<file path="config.mk">
export PLATFORM = sky130hd
export DESIGN_NAME = psum_accumulator
export DESIGN_NICKNAME = d
export VERILOG_FILES = /design/src/rtl/psum_pkg.sv /design/src/rtl/psum_out_reg.sv /design/src/rtl/psum_accumulator.sv
export SDC_FILE = /design/constraint.sdc
export NUM_CORES = 1
export LEC_CHECK = 0
export BUFFER_PORTS_ARGS = -buffer_cell sky130_fd_sc_hd__buf_2
export CELL_PAD_IN_SITES_DETAIL_PLACEMENT = 1
export CELL_PAD_IN_SITES_GLOBAL_PLACEMENT = 2
export CORE_MARGIN = 4
export CORE_UTILIZATION = 40
export CTS_BUF_LIST = sky130_fd_sc_hd__clkbuf_8
export DETAILED_ROUTE_END_ITERATION = 8
export GPL_TIMING_DRIVEN = 0
export PLACE_DENSITY = 0.84
export SKIP_LAST_GASP = 1
export SLEW_MARGIN = 20
export SYNTH_ARGS = -nofsm -noshare
export SYNTH_HDL_FRONTEND = slang
export SYNTH_SLANG_ARGS = --single-unit
export TNS_END_PERCENT = 5
</file>
<file path="constraint.sdc">
create_clock -name clk -period 8.2 [get_ports clk]
set_input_delay 0 -clock clk [delete_from_list [all_inputs] [get_ports clk]]
set_output_delay 0 -clock clk [all_outputs]
set_load 0.02 [all_outputs]
</file>
<file path="src/rtl/psum_pkg.sv">
// Shared types and default widths for the partial-sum accumulator slice.
package psum_pkg;

  typedef enum logic [0:0] {
    IDLE  = 1'b0,
    ACCUM = 1'b1
  } state_t;

  localparam int PSUM_IN_W  = 23;
  localparam int PSUM_ACC_W = 32;
  localparam int PSUM_CNT_W = 8;

  // Value held by a saturating accumulator of the default width once it clips.
  localparam logic [PSUM_ACC_W-1:0] PSUM_SAT_VAL = {PSUM_ACC_W{1'b1}};

endpackage

</file>
<file path="src/rtl/psum_out_reg.sv">
// Single-entry valid/ready output register. A load may land in the same
// cycle the held entry drains, so a full register sustains one entry per cycle.
module psum_out_reg #(
  parameter int DATA_W = 41
) (
  input  logic              clk,
  input  logic              rst,
  input  logic              load,
  input  logic [DATA_W-1:0] load_data,
  output logic              ready,
  output logic              out_valid,
  input  logic              out_ready,
  output logic [DATA_W-1:0] out_data
);

  logic              valid_r;
  logic [DATA_W-1:0] data_r;
  logic              out_fire_s;

  assign out_fire_s = valid_r & out_ready;
  assign ready      = ~valid_r | out_ready;
  assign out_valid  = valid_r;
  assign out_data   = data_r;

  // Load takes priority over drain so a same-cycle replace keeps valid high.
  always_ff @(posedge clk or posedge rst) begin
    if (rst) begin
      valid_r <= 1'b0;
      data_r  <= {DATA_W{1'b0}};
    end else if (load) begin
      valid_r <= 1'b1;
      data_r  <= load_data;
    end else if (out_fire_s) begin
      valid_r <= 1'b0;
    end
  end

endmodule

</file>
<file path="src/rtl/psum_accumulator.sv">
// Accumulates adder-tree results over a K-tile group and hands each group sum
// to the drain logic. Define PSUM_ACC_SAT_EN for saturating instead of wrapping.
module psum_accumulator
  import psum_pkg::*;
#(
  parameter int IN_W  = PSUM_IN_W,
  parameter int ACC_W = PSUM_ACC_W,
  parameter int CNT_W = PSUM_CNT_W
) (
  input  logic             clk,
  input  logic             rst,
  input  logic             in_valid,
  output logic             in_ready,
  input  logic [IN_W-1:0]  in_data,
  input  logic             in_last,
  output logic             out_valid,
  input  logic             out_ready,
  output logic [ACC_W-1:0] out_data,
  output logic [CNT_W-1:0] out_count,
  output logic             out_ovf,
  output logic             busy
);

  localparam int PAY_W = ACC_W + CNT_W + 1;

  state_t           state_r, state_nxt_s;
  logic [ACC_W-1:0] acc_r, acc_nxt_s;
  logic [CNT_W-1:0] cnt_r, cnt_nxt_s;
  logic             ovf_r, ovf_nxt_s;

  logic [ACC_W:0]   sum_s;
  logic             carry_s;
  logic [ACC_W-1:0] store_s;
  logic [CNT_W-1:0] cnt_inc_s;
  logic             ovf_grp_s;
  logic             acc_fire_s;
  logic             load_s;
  logic             ready_s;
  logic [PAY_W-1:0] pay_in_s;
  logic [PAY_W-1:0] pay_out_s;

  assign acc_fire_s = in_valid & ready_s;
  assign in_ready   = ready_s;
  assign busy       = (state_r == ACCUM);

  assign sum_s     = {1'b0, acc_r} + {{(ACC_W + 1 - IN_W){1'b0}}, in_data};
  assign carry_s   = sum_s[ACC_W];
  assign cnt_inc_s = cnt_r + {{(CNT_W - 1){1'b0}}, 1'b1};
  assign ovf_grp_s = ovf_r | carry_s;

`ifdef PSUM_ACC_SAT_EN
  // Clip to all-ones; a clipped acc carries again on any nonzero beat.
  assign store_s = carry_s ? {ACC_W{1'b1}} : sum_s[ACC_W-1:0];
`else
  assign store_s = sum_s[ACC_W-1:0];
`endif

  assign pay_in_s = {ovf_grp_s, cnt_inc_s, store_s};

  // Group state registers.
  always_ff @(posedge clk or posedge rst) begin
    if (rst) begin
      state_r <= IDLE;
      acc_r   <= {ACC_W{1'b0}};
      cnt_r   <= {CNT_W{1'b0}};
      ovf_r   <= 1'b0;
    end else begin
      state_r <= state_nxt_s;
      acc_r   <= acc_nxt_s;
      cnt_r   <= cnt_nxt_s;
      ovf_r   <= ovf_nxt_s;
    end
  end

  // Next-state: IDLE relies on acc/cnt/ovf being zero so the same sum path serves both states.
  always_comb begin
    state_nxt_s = state_r;
    acc_nxt_s   = acc_r;
    cnt_nxt_s   = cnt_r;
    ovf_nxt_s   = ovf_r;
    load_s      = 1'b0;
    case (state_r)
      IDLE: begin
        if (acc_fire_s) begin
          if (in_last) begin
            load_s = 1'b1;
          end else begin
            state_nxt_s = ACCUM;
            acc_nxt_s   = store_s;
            cnt_nxt_s   = cnt_inc_s;
            ovf_nxt_s   = ovf_grp_s;
          end
        end else begin
          state_nxt_s = IDLE;
        end
      end
      ACCUM: begin
        if (acc_fire_s) begin
          if (in_last) begin
            load_s      = 1'b1;
            state_nxt_s = IDLE;
            acc_nxt_s   = {ACC_W{1'b0}};
            cnt_nxt_s   = {CNT_W{1'b0}};
            ovf_nxt_s   = 1'b0;
          end else begin
            acc_nxt_s = store_s;
            cnt_nxt_s = cnt_inc_s;
            ovf_nxt_s = ovf_grp_s;
          end
        end else begin
          state_nxt_s = ACCUM;
        end
      end
      default: begin
        state_nxt_s = IDLE;
        acc_nxt_s   = {ACC_W{1'b0}};
        cnt_nxt_s   = {CNT_W{1'b0}};
        ovf_nxt_s   = 1'b0;
      end
    endcase
  end

  psum_out_reg #(
    .DATA_W (PAY_W)
  ) u_out_reg (
    .clk       (clk),
    .rst       (rst),
    .load      (load_s),
    .load_data (pay_in_s),
    .ready     (ready_s),
    .out_valid (out_valid),
    .out_ready (out_ready),
    .out_data  (pay_out_s)
  );

  assign out_data  = pay_out_s[ACC_W-1:0];
  assign out_count = pay_out_s[ACC_W+CNT_W-1:ACC_W];
  assign out_ovf   = pay_out_s[PAY_W-1];

endmodule

</file>
; ---- Yosys cells after proc, flatten, opt, wreduce, memory -nomap -nowiden
; Cells that the tools add are included.
[word_totals]
regBits = 84
latchBits = 0
mem_bits_rw = 0
romBits = 0
inputBits = 28
memories = 0
[classes]
add_sub_neg = 2
n_mul = 0
div_mod_pow = 0
n_lt_le_gt_ge = 0
n_eq_ne = 3
shifts = 0
muxes = 23
bitwise = 6
n_reduce_logical = 2
[op_table]
columns = cell, count
row1 = 32-bit 2-to-1 mux, 4
row2 = 32-bit one-hot mux with 2 select lines, 1
row3 = 32-bit by 23-bit adder with 33-bit output, 1
row4 = 8-bit 2-to-1 mux, 4
row5 = 8-bit one-hot mux with 2 select lines, 1
row6 = 1-bit 2-to-1 mux, 11
row7 = 8-bit by 1-bit adder with 8-bit output (second input constant), 1
row8 = 2-bit inequality test (second input constant), 2
row9 = 1-bit one-hot mux with 2 select lines, 2
row10 = 3-bit AND reduction, 1
row11 = 1-bit AND, 2
row12 = 2-bit by 1-bit inequality test with 1-bit output (second input constant), 1
row13 = 1-bit NOT, 2
row14 = 1-bit OR, 2
row15 = 2-bit nonzero test, 1

; ---- Depth between registers and ports, before layout
; Gate-level depths: netlist of the first run.
[depth]
word_depth = 5
ltp_mapped = 11

; ---- By module
; A second synthesis of the first run with hierarchy kept.
[unflattened]
hier_cells = 425
area_unflattened_um2 = 4953.5
[by_module_without_submodules]
columns = mod, n_inst, cells_per_inst, area_per_inst_um2, seq_area_each_um2
row1 = psum_accumulator, 1, 334, 3186.8, 1051.0
row2 = psum_out_reg, 1, 91, 1766.7, 1051.0

; ---- Worst setup path after synthesis of the first run
; No wires, ideal clock.
[synth_path]
path_type = register -> register
start = register acc_r[0]
end = register u_out_reg.data_r[20] (netlist: u_out_reg.out_data[20])
t_arrival_ps = 2512
required_time_ps = 8075
path_slack_ps = 5563
stages_incl_launch_ff = 12
period_less_slack_ps = 2637
path_cell_list = dfrtp_1 ha_1 fa_1 a211oi_1 nor4_1 nor2_1 a21oi_1 a311o_1 nand2b_1 nand2_1 xnor2_1 mux2_2
[synth_via]
elab_chain_len = 1
[synth_rtl]
columns = element, line_no
row1 = "start, declared", psum_accumulator.sv:27  ; logic [ACC_W-1:0] acc_r, acc_nxt_s;
row2 = "start signal, assigned", psum_accumulator.sv:64  ; acc_r <= {ACC_W{1'b0}};
row3 = "start signal, assigned", psum_accumulator.sv:69  ; acc_r <= acc_nxt_s;
row4 = 32-bit by 23-bit adder with 33-bit output, psum_accumulator.sv:46  ; assign sum_s = {1'b0, acc_r} + {{(ACC_W + 1 - IN_W){1'b0}}, in_data};
row5 = "end signal, assigned", psum_out_reg.sv:29  ; data_r <= {DATA_W{1'b0}};
row6 = "end signal, assigned", psum_out_reg.sv:32  ; data_r <= load_data;
row7 = "end, declared", psum_out_reg.sv:17  ; logic [DATA_W-1:0] data_r;
; No other way between the ends.
; A chain may end at the register's enable or synchronous reset.

; ---- Final worst setup path of the first run
[layout_path]
start = register acc_r[0]
end = register u_out_reg.data_r[28] (netlist: u_out_reg.out_data[28])
; The elaborated chain is that of the path after synthesis.

==> flow_summary_export.csv, run 1 <==
group,metric,value,unit
placement,gp_congestion,0.806,
sta,drv_slew,0,
power_and_ir_drop,ir_drop,0.000163,V
hold_path,worstHoldEndpoint,"acc_r[1]$_DFFE_PP0P_",
drt,vias_per_cell,5.52,
critical_path,crit_buf_inv,0,
placement,place_inst,679,
power_and_ir_drop,seqPwrFrac,34.3,%
sta,post-route-period-util,37.5,%
sta,finalHoldViolations,0,
power_and_ir_drop,p_leak,2.55,nW
status,outcome,"completed",
synth,synth_edf_count,0,
synth,synth_ff_type,"dfrtp_1",
layout,num_antenna_cells,0,
power_and_ir_drop,p_comb_share,49.8,%
synth,synth-warning-count,0,
power_and_ir_drop,switching_share,42.6,%
cts,post_cts.repair.setup_buffers,0,
critical_path,reg2reg_depth,11,
synth,syn_area,0.00459,sq mm
global_route,grt_usage,20.2,%
drt,wl,12.6,mm
synth,synthArstFlopShare,100,%
flow_run,maxCapViolations,0,
die,initial_core_util,41.6,%
power_and_ir_drop,p_switching,0.783,mW
cts,cts.path.max_buffers,2,
sta,fin_tns_setup,0,ns
global_route,grt_max_degree,52,
global_route,grt_pass1_vias,4199,
critical_path,slowest_stage,"a311o_1",
cts,root_buffer,"clkbuf_8",
synth,ys_seq_elements,84,
layout,drive_above_1_share,20.4,%
cts,cts-buffers-inserted,9,
synth,synth_fp_nets,520,
die,core_area,0.0110,sq mm
cts,cts_tree,"done",
critical_path,cp_top_family,"compound AO/OA/AOI/OAI gates",
global_route,overflow,0,
power_and_ir_drop,powerDensity,341,mW/mm^2
drt,ant_nets,0,
synth,synth.distinct_cells,43,
sta,grt_setup_unrepaired,"false",
sta,period_needed,3.07,ns
hold_path,min_path_cells,3,
drt,vias,3862,
cts,clkSinkCount,84,
critical_path,critPathMaxFanout,4,
critical_path,end_kind,"register",
drt,drc,0,
synth,syn-instance-count,467,
hold_path,min_path_type,"input pin to register",
placement,io_buffers,71,
global_route,grt_pass1_wl,21.0,mm
critical_path,path_class,"register to register",
layout,n_fill_cell,1295,
critical_path,critPathRequiredTime,8.45,ns
sta,fin_skew,0.0130,ns
critical_path,r2r_setup_slack,5.13,ns
sta,relSlewSlack,48.4,%
cts,htreeDepth,3,
hold_path,min_from,"in_data[1]",
power_and_ir_drop,p_int,1.06,mW
critical_path,worstReg2RegEnd,"u_out_reg.out_data[28]$_DFFE_PP0P_",
critical_path,slowest_delay,0.46,ns
synth,yosysSeqAreaShare,45.8,%
drt,drt_pass1_iterations,4,
layout,layoutNonFillerInstCount,700,
synth,syn_area_per_cell,9.82,sq um
power_and_ir_drop,p_clk_share,16.0,%
sta,tightest_slew,0.774,ns
sta,setup_viol,0,
critical_path,cp.depth,11,
die,die_height,115,um
critical_path,arrival,3.32,ns
placement,hpwl,9.39,mm
die,row_count,38,
drt,dr.first_iter.drc_count,85,
global_route,grt_antenna_before_repair,0,
critical_path,r2r-start,"acc_r[0]$_DFFE_PP0P_",
cts,path_clk_slew,0.09,ns
cts,clock_latency,0.38,ns
die,die_area,0.0132,sq mm
critical_path,start_kind,"register",
critical_path,crit_path_start,"acc_r[0]$_DFFE_PP0P_",
die,io-pin-count,72,
layout,syn_to_final_growth,17.4,%
die,die_w,115,um
layout,fin_nets,608,
drt,routedWlPerCell,18.0,um
sta,max_freq,0.326,GHz
critical_path,crit_path_cell_trace,"ha_1 -> fa_1 -> a211oi_1 -> nor4_1 -> nor2_1 -> a21oi_1 -> a311o_1 -> nand2_1 -> a21oi_2 -> xnor2_1 -> o21ai_1",
-- cells in the mapped netlist (all sizes together), types with 2 or more instances --
library cell	instances	area, sq um
dfrtp	84	2100
nand2	63	236
o21ai	55	275
a21oi	27	143
ha	24	300
nor2	24	90.1
a22o	21	184
xnor2	21	184
mux2	20	225
clkbuf	18	67.6
xor2	13	114
o21bai	11	82.6
a21o	10	75.1
inv	10	37.5
nand3	9	45.0
nor3	7	40.0
and3	5	31.3
nand4	5	31.3
o31ai	5	37.5
a31oi	4	25.0
and2	4	27.5
nand2b	4	25.0
o21a	3	22.5
a2111oi	2	17.5
a211oi	2	15.0
a221o	2	20.0
and4	2	17.5
-- state kept, by name, summed over array words and instances, names as in the netlist, named ones only --
register and cells:
acc_r 32, cnt_r 8, ovf_r 1, u_out_reg.out_data 41, u_out_reg.out_valid 1
-- through the flow --
stage / instance area (sq um) / utilization (%) / hold slack, ns / power, mW / worst slack (ns)
after floorplan: 4590 / - / 0.108 / 1.29 / 5.56
after global placement: 5120 / 46.4 / 0.268 / 1.52 / 4.90
after detailed placement: 5150 / 46.7 / 0.0599 / 1.56 / 5.15
after CTS: 5390 / 48.8 / 0.0959 / 1.86 / 5.13
after global routing: 5390 / 48.8 / 0.123 / 2.00 / 4.85
final: 5390 / 48.8 / 0.109 / 1.84 / 5.13
-- routing by layer --
| layer | track usage (%) | vias to the layer above | share of wire, % |
|---|---|---|---|
| li1 | - | 1851 | - |
| met1 | 25.1 | 1923 | 46 |
| met2 | 34.8 | 71 | 49 |
| met3 | 4.74 | 17 | 3.7 |
| met4 | 6.57 | 0 | 1.8 |
| met5 | 0 | - | 0 |
-- final cells by class --
class,instances,area [sq um],share of cell area [%]
timing repair buffer,77,433,8.04
clock inverter,4,22.5,0.418
clock buffer,12,165,3.07
multi-input combinational,354,2380,44.1
buffer,19,71.3,1.32
inverter,10,40.0,0.743
sequential,84,2100,39.0
tap,140,175,3.25
-- worst register-to-register path, stage by stage, from the launching register on --
cell	delay, ns
dfrtp_1	0.39
ha_1	0.21
fa_1	0.43
a211oi_1	0.41
nor4_1	0.10
nor2_1	0.21
a21oi_1	0.17
a311o_1	0.46
nand2_1	0.15
a21oi_2	0.10
xnor2_1	0.23
o21ai_1	0.10
-- cell usage in the layout (no fill, tap or decap), drive strengths merged, types with 3 or more instances in the layout --
master       instances
nor2                24
and2                 4
dfrtp               84
a22o                21
a21o                10
buf                 73
a21oi               27
a31oi                4
nand2               63
clkinv               3
xor2                13
nand3                9
o21a                 3
o21bai              11
nand2b               4
o21ai               55
xnor2               21
o31ai                5
clkbuf              30
nand4                5
nor3                 7
dlygate4sd3          5
mux2                20
ha                  24
and3                 5
inv                 10
-- worst max path at each step --
stage                                                    end  slack, ns
final                     u_out_reg.out_data[28]$_DFFE_PP0P_       5.13
after global routing      u_out_reg.out_data[24]$_DFFE_PP0P_       4.85
after CTS                 u_out_reg.out_data[20]$_DFFE_PP0P_       5.13
after global placement                 acc_r[16]$_DFFE_PP0P_       4.90
after detailed placement  u_out_reg.out_data[20]$_DFFE_PP0P_       5.15
after floorplan           u_out_reg.out_data[20]$_DFFE_PP0P_       5.56
-- timing repair --
item | in CTS | in global routing
hold buffers | 5 | 0
hold endpoints to repair | 39 | 0
resized for setup | 0 | 0
-- power by group through the flow --
| stage | clock network, mW | logic (mW) | registers (mW) |
|---|---|---|---|
| 2_1_floorplan | 0 | 0.583 | 0.709 |
| 3_3_place_gp | 0 | 0.887 | 0.629 |
| 3_5_place_dp | 0 | 0.917 | 0.638 |
| 4_1_cts | 0.303 | 0.927 | 0.631 |
| 5_1_grt | 0.322 | 1.03 | 0.648 |
| 6_report | 0.293 | 0.915 | 0.630 |
-- cell families (layout without fill, tap and decap cells) --
family / after synthesis / in the layout / synth area share, %
adder cells (fa/ha/maj): 25 / 25 / 6.98
buffers and inverters: 29 / 122 / 2.37
AND/OR/NAND/NOR: 125 / 125 / 12.2
AO/OA/AOI/OAI: 149 / 149 / 21.0
flip-flops: 84 / 84 / 45.8
XOR/XNOR: 34 / 34 / 6.49
multiplexers: 21 / 21 / 5.13
Note: power is estimated with default switching activity, not from simulation.
==> inputs of run 2 (changes only) <==
--- a/config.mk
+++ b/config.mk
@@ -5,15 +5,16 @@
 export SDC_FILE = /design/constraint.sdc
 export NUM_CORES = 1
 export LEC_CHECK = 0
+export ABC_AREA = 1
 export BUFFER_PORTS_ARGS = -buffer_cell sky130_fd_sc_hd__buf_2
 export CELL_PAD_IN_SITES_DETAIL_PLACEMENT = 1
 export CELL_PAD_IN_SITES_GLOBAL_PLACEMENT = 2
 export CORE_MARGIN = 4
-export CORE_UTILIZATION = 40
+export CORE_UTILIZATION = 30
 export CTS_BUF_LIST = sky130_fd_sc_hd__clkbuf_8
 export DETAILED_ROUTE_END_ITERATION = 8
 export GPL_TIMING_DRIVEN = 0
-export PLACE_DENSITY = 0.84
+export PLACE_DENSITY = 0.75
 export SKIP_LAST_GASP = 1
 export SLEW_MARGIN = 20
 export SYNTH_ARGS = -nofsm -noshare
==> constraint.sdc (replaced) <==
create_clock -name clk -period 2.8 [get_ports clk]
set_input_delay 0 -clock clk [delete_from_list [all_inputs] [get_ports clk]]
set_output_delay 0 -clock clk [all_outputs]
set_load 0.02 [all_outputs]
==> flow_summary_export.csv, run 2 <==
group,metric,value,unit
die,die_w,141,um
power_and_ir_drop,powerDensity,972,mW/mm^2
layout,ff_latch_area,0.00210,sq mm
sta,setup_slack,0.553,ns
die,core_area,0.0174,sq mm
sta,setup_viol,0,
sta,period_needed,2.25,ns
synth,synth_ff_type,"dfrtp_1",
placement,place_inst,1078,
hold_path,min_path_cells,4,
sta,finalHoldViolations,0,
layout,fin_nets,921,
global_route,overflow,0,
critical_path,start_kind,"register",
critical_path,end_kind,"register",
drt,routedWlPerCell,15.9,um
cts,cts_resized,0,
critical_path,path_class,"register to register",
die,die_area,0.0199,sq mm
drt,drt_pass1_iterations,4,
layout,mostFrequentLayoutCell,"nand2_1",
sta,relSlewSlack,52.3,%
cts,clkSinkCount,84,
synth,yosysMostFrequentCell,"nand2_1",
drt,vias_per_cell,4.71,
die,io-pin-count,72,
critical_path,arrival,2.53,ns
critical_path,reg2reg_depth,11,
cts,clock_latency,0.39,ns
synth,synth.distinct_cells,30,
cts,htreeDepth,3,
global_route,grt_usage,18.0,%
synth,yosysSeqAreaShare,39.6,%
layout,layoutNonFillerInstCount,1098,
drt,dr.first_iter.drc_count,174,
cts,cts_tree,"done",
status,outcome,"completed",
placement,gp_congestion,0.870,
power_and_ir_drop,ir_drop,0.000346,V
sta,fin_skew,0.0135,ns
drt,ant_nets,0,
synth,synth_top_area_share,39.6,%
die,initial_core_util,30.6,%
synth,syn-instance-count,781,
layout,final_cell_mix,"330 x nand2_1, 109 x inv_1, 84 x dfrtp_1",
global_route,grt_antenna_before_repair,0,
sta,max_freq,0.445,GHz
layout,drive_above_1_share,12.7,%
synth,synthArstFlopShare,100,%
sta,post-route-period-util,80.2,%
global_route,grt_pass1_wl,28.2,mm
cts,cts.path.max_buffers,2,
die,row_count,48,
synth,yosys-top-cells-count,"330 x nand2_1, 110 x inv_1, 84 x dfrtp_1",
synth,yosys.area.top_type,"dfrtp_1",
flow_run,maxCapViolations,0,
global_route,grt_pass1_vias,5427,
synth,synth_edf_count,0,
global_route,grt_max_degree,48,
cts,cts-buffers-inserted,9,
layout,final_util,35.8,%
power_and_ir_drop,p_leak,3.56,nW
placement,io_buffers,71,
cts,path_clk_slew,0.11,ns
synth,ys_seq_elements,84,
drt,drc,0,
synth,syn_area,0.00531,sq mm
sta,drv_slew,0,
cts,postCtsHoldBufs,4,
layout,largest_reg_flops,41,
power_and_ir_drop,power,6.05,mW
synth,syn_area_per_cell,6.80,sq um
layout,multi_input_area,0.00271,sq mm
die,die_height,141,um
placement,place_ws,0.536,ns
drt,wl,17.4,mm
critical_path,critPathRequiredTime,3.08,ns
placement,hpwl,13.9,mm
cts,root_buffer,"clkbuf_8",
synth,synth_fp_nets,834,
layout,num_antenna_cells,0,
synth,synthTopCellsByArea,"dfrtp_1 40%, nand2_1 23%, inv_1 7.8%",
layout,syn_to_final_growth,17.1,%
hold_path,min_path_type,"input pin to register",
layout,n_fill_cell,2238,
critical_path,critPathMaxFanout,4,
cts,post_cts.repair.setup_buffers,0,
synth,synth-warning-count,0,
drt,vias,5170,
sta,tightest_slew,0.716,ns
sta,grt_setup_unrepaired,"false",
==> run 2: cell count changes after synthesis, sizes merged, moves of 8 or more <==
cell    previous run  this run
o21bai            11         2
clkbuf            18         7
a21oi             27        16
nand3              9        67
nand2             63       334
o21ai             55        36
mux2              20         0
nor2              24        44
buf                1         9
inv               10       112
xnor2             21         9
a21o              10         0
a22o              21         0
==> run 2: per-layer routing <==
metal | track usage, % | up-vias | part of all wire (%)
met4 | 5.81 | 0 | 1.7
met3 | 2.10 | 18 | 2.5
li1 | - | 2590 | -
met5 | 0 | - | 0
met1 | 24.4 | 2503 | 49
met2 | 30.0 | 59 | 47
==> run 2: final timing paths <==
kind	start	end	slack, ns
setup / recovery	acc_r[0]$_DFFE_PP0P_	u_out_reg.out_data[16]$_DFFE_PP0P_	0.55
hold / removal	in_data[0]	acc_r[0]$_DFFE_PP0P_	0.04
setup reg to reg	acc_r[0]$_DFFE_PP0P_	u_out_reg.out_data[16]$_DFFE_PP0P_	0.55
hold reg to reg	u_out_reg.out_data[20]$_DFFE_PP0P_	u_out_reg.out_data[20]$_DFFE_PP0P_	0.49
max in group asynchronous	rst	u_out_reg.out_data[17]$_DFFE_PP0P_	1.96
min in group asynchronous	rst	u_out_reg.out_data[34]$_DFFE_PP0P_	0.20
==> run 2: report_power, final <==
| group | total, mW | internal, mW | switching, mW |
|---|---|---|---|
| logic | 3.19 | 1.05 | 2.14 |
| registers | 1.92 | 1.64 | 0.282 |
| clock network | 0.937 | 0.357 | 0.580 |
==> run 2: logic make-up (layout without fill, tap and decap cells) <==
logic type      count (synthesis)  in the layout  share of synthesized area, %
simple gates                  467            467                          36.1
fa+ha+maj                      25             25                          6.03
compound gates                 57             57                          5.56
xor+xnor                       20             20                          3.30
flops                          84             84                          39.6
buf+inv                       128            220                          9.47
==> run 2: final cells by class <==
cell class / count / share of cell area, %
multi-input combinational: 569 / 43.5
sequential: 84 / 33.8
timing repair buffer: 76 / 6.80
inverter: 112 / 6.80
tap: 225 / 4.53
clock buffer: 9 / 1.99
buffer: 16 / 1.33
clock inverter: 7 / 1.23
==> run 2: critical path: stages, from the launching register on <==
cell     delay (ns)
dfrtp_1        0.41
ha_1           0.25
fa_1           0.47
nand3_1        0.12
nand3_2        0.11
nand2_1        0.08
nand2_1        0.11
nand2_1        0.08
nand2_1        0.13
or2_1          0.26
nand3_1        0.07
nand2_1        0.05
==> run 2: through the flow <==
step / hold WS, ns / cell area (sq um) / setup TNS, ns
2_1_floorplan: 0.172 / 5310 / 0
4_1_cts: 0.0186 / 6220 / 0
3_3_place_gp: 0.302 / 5950 / -52.70
3_5_place_dp: 0.0911 / 5980 / 0
6_report: 0.0410 / 6220 / 0
5_1_grt: 0.0429 / 6220 / 0
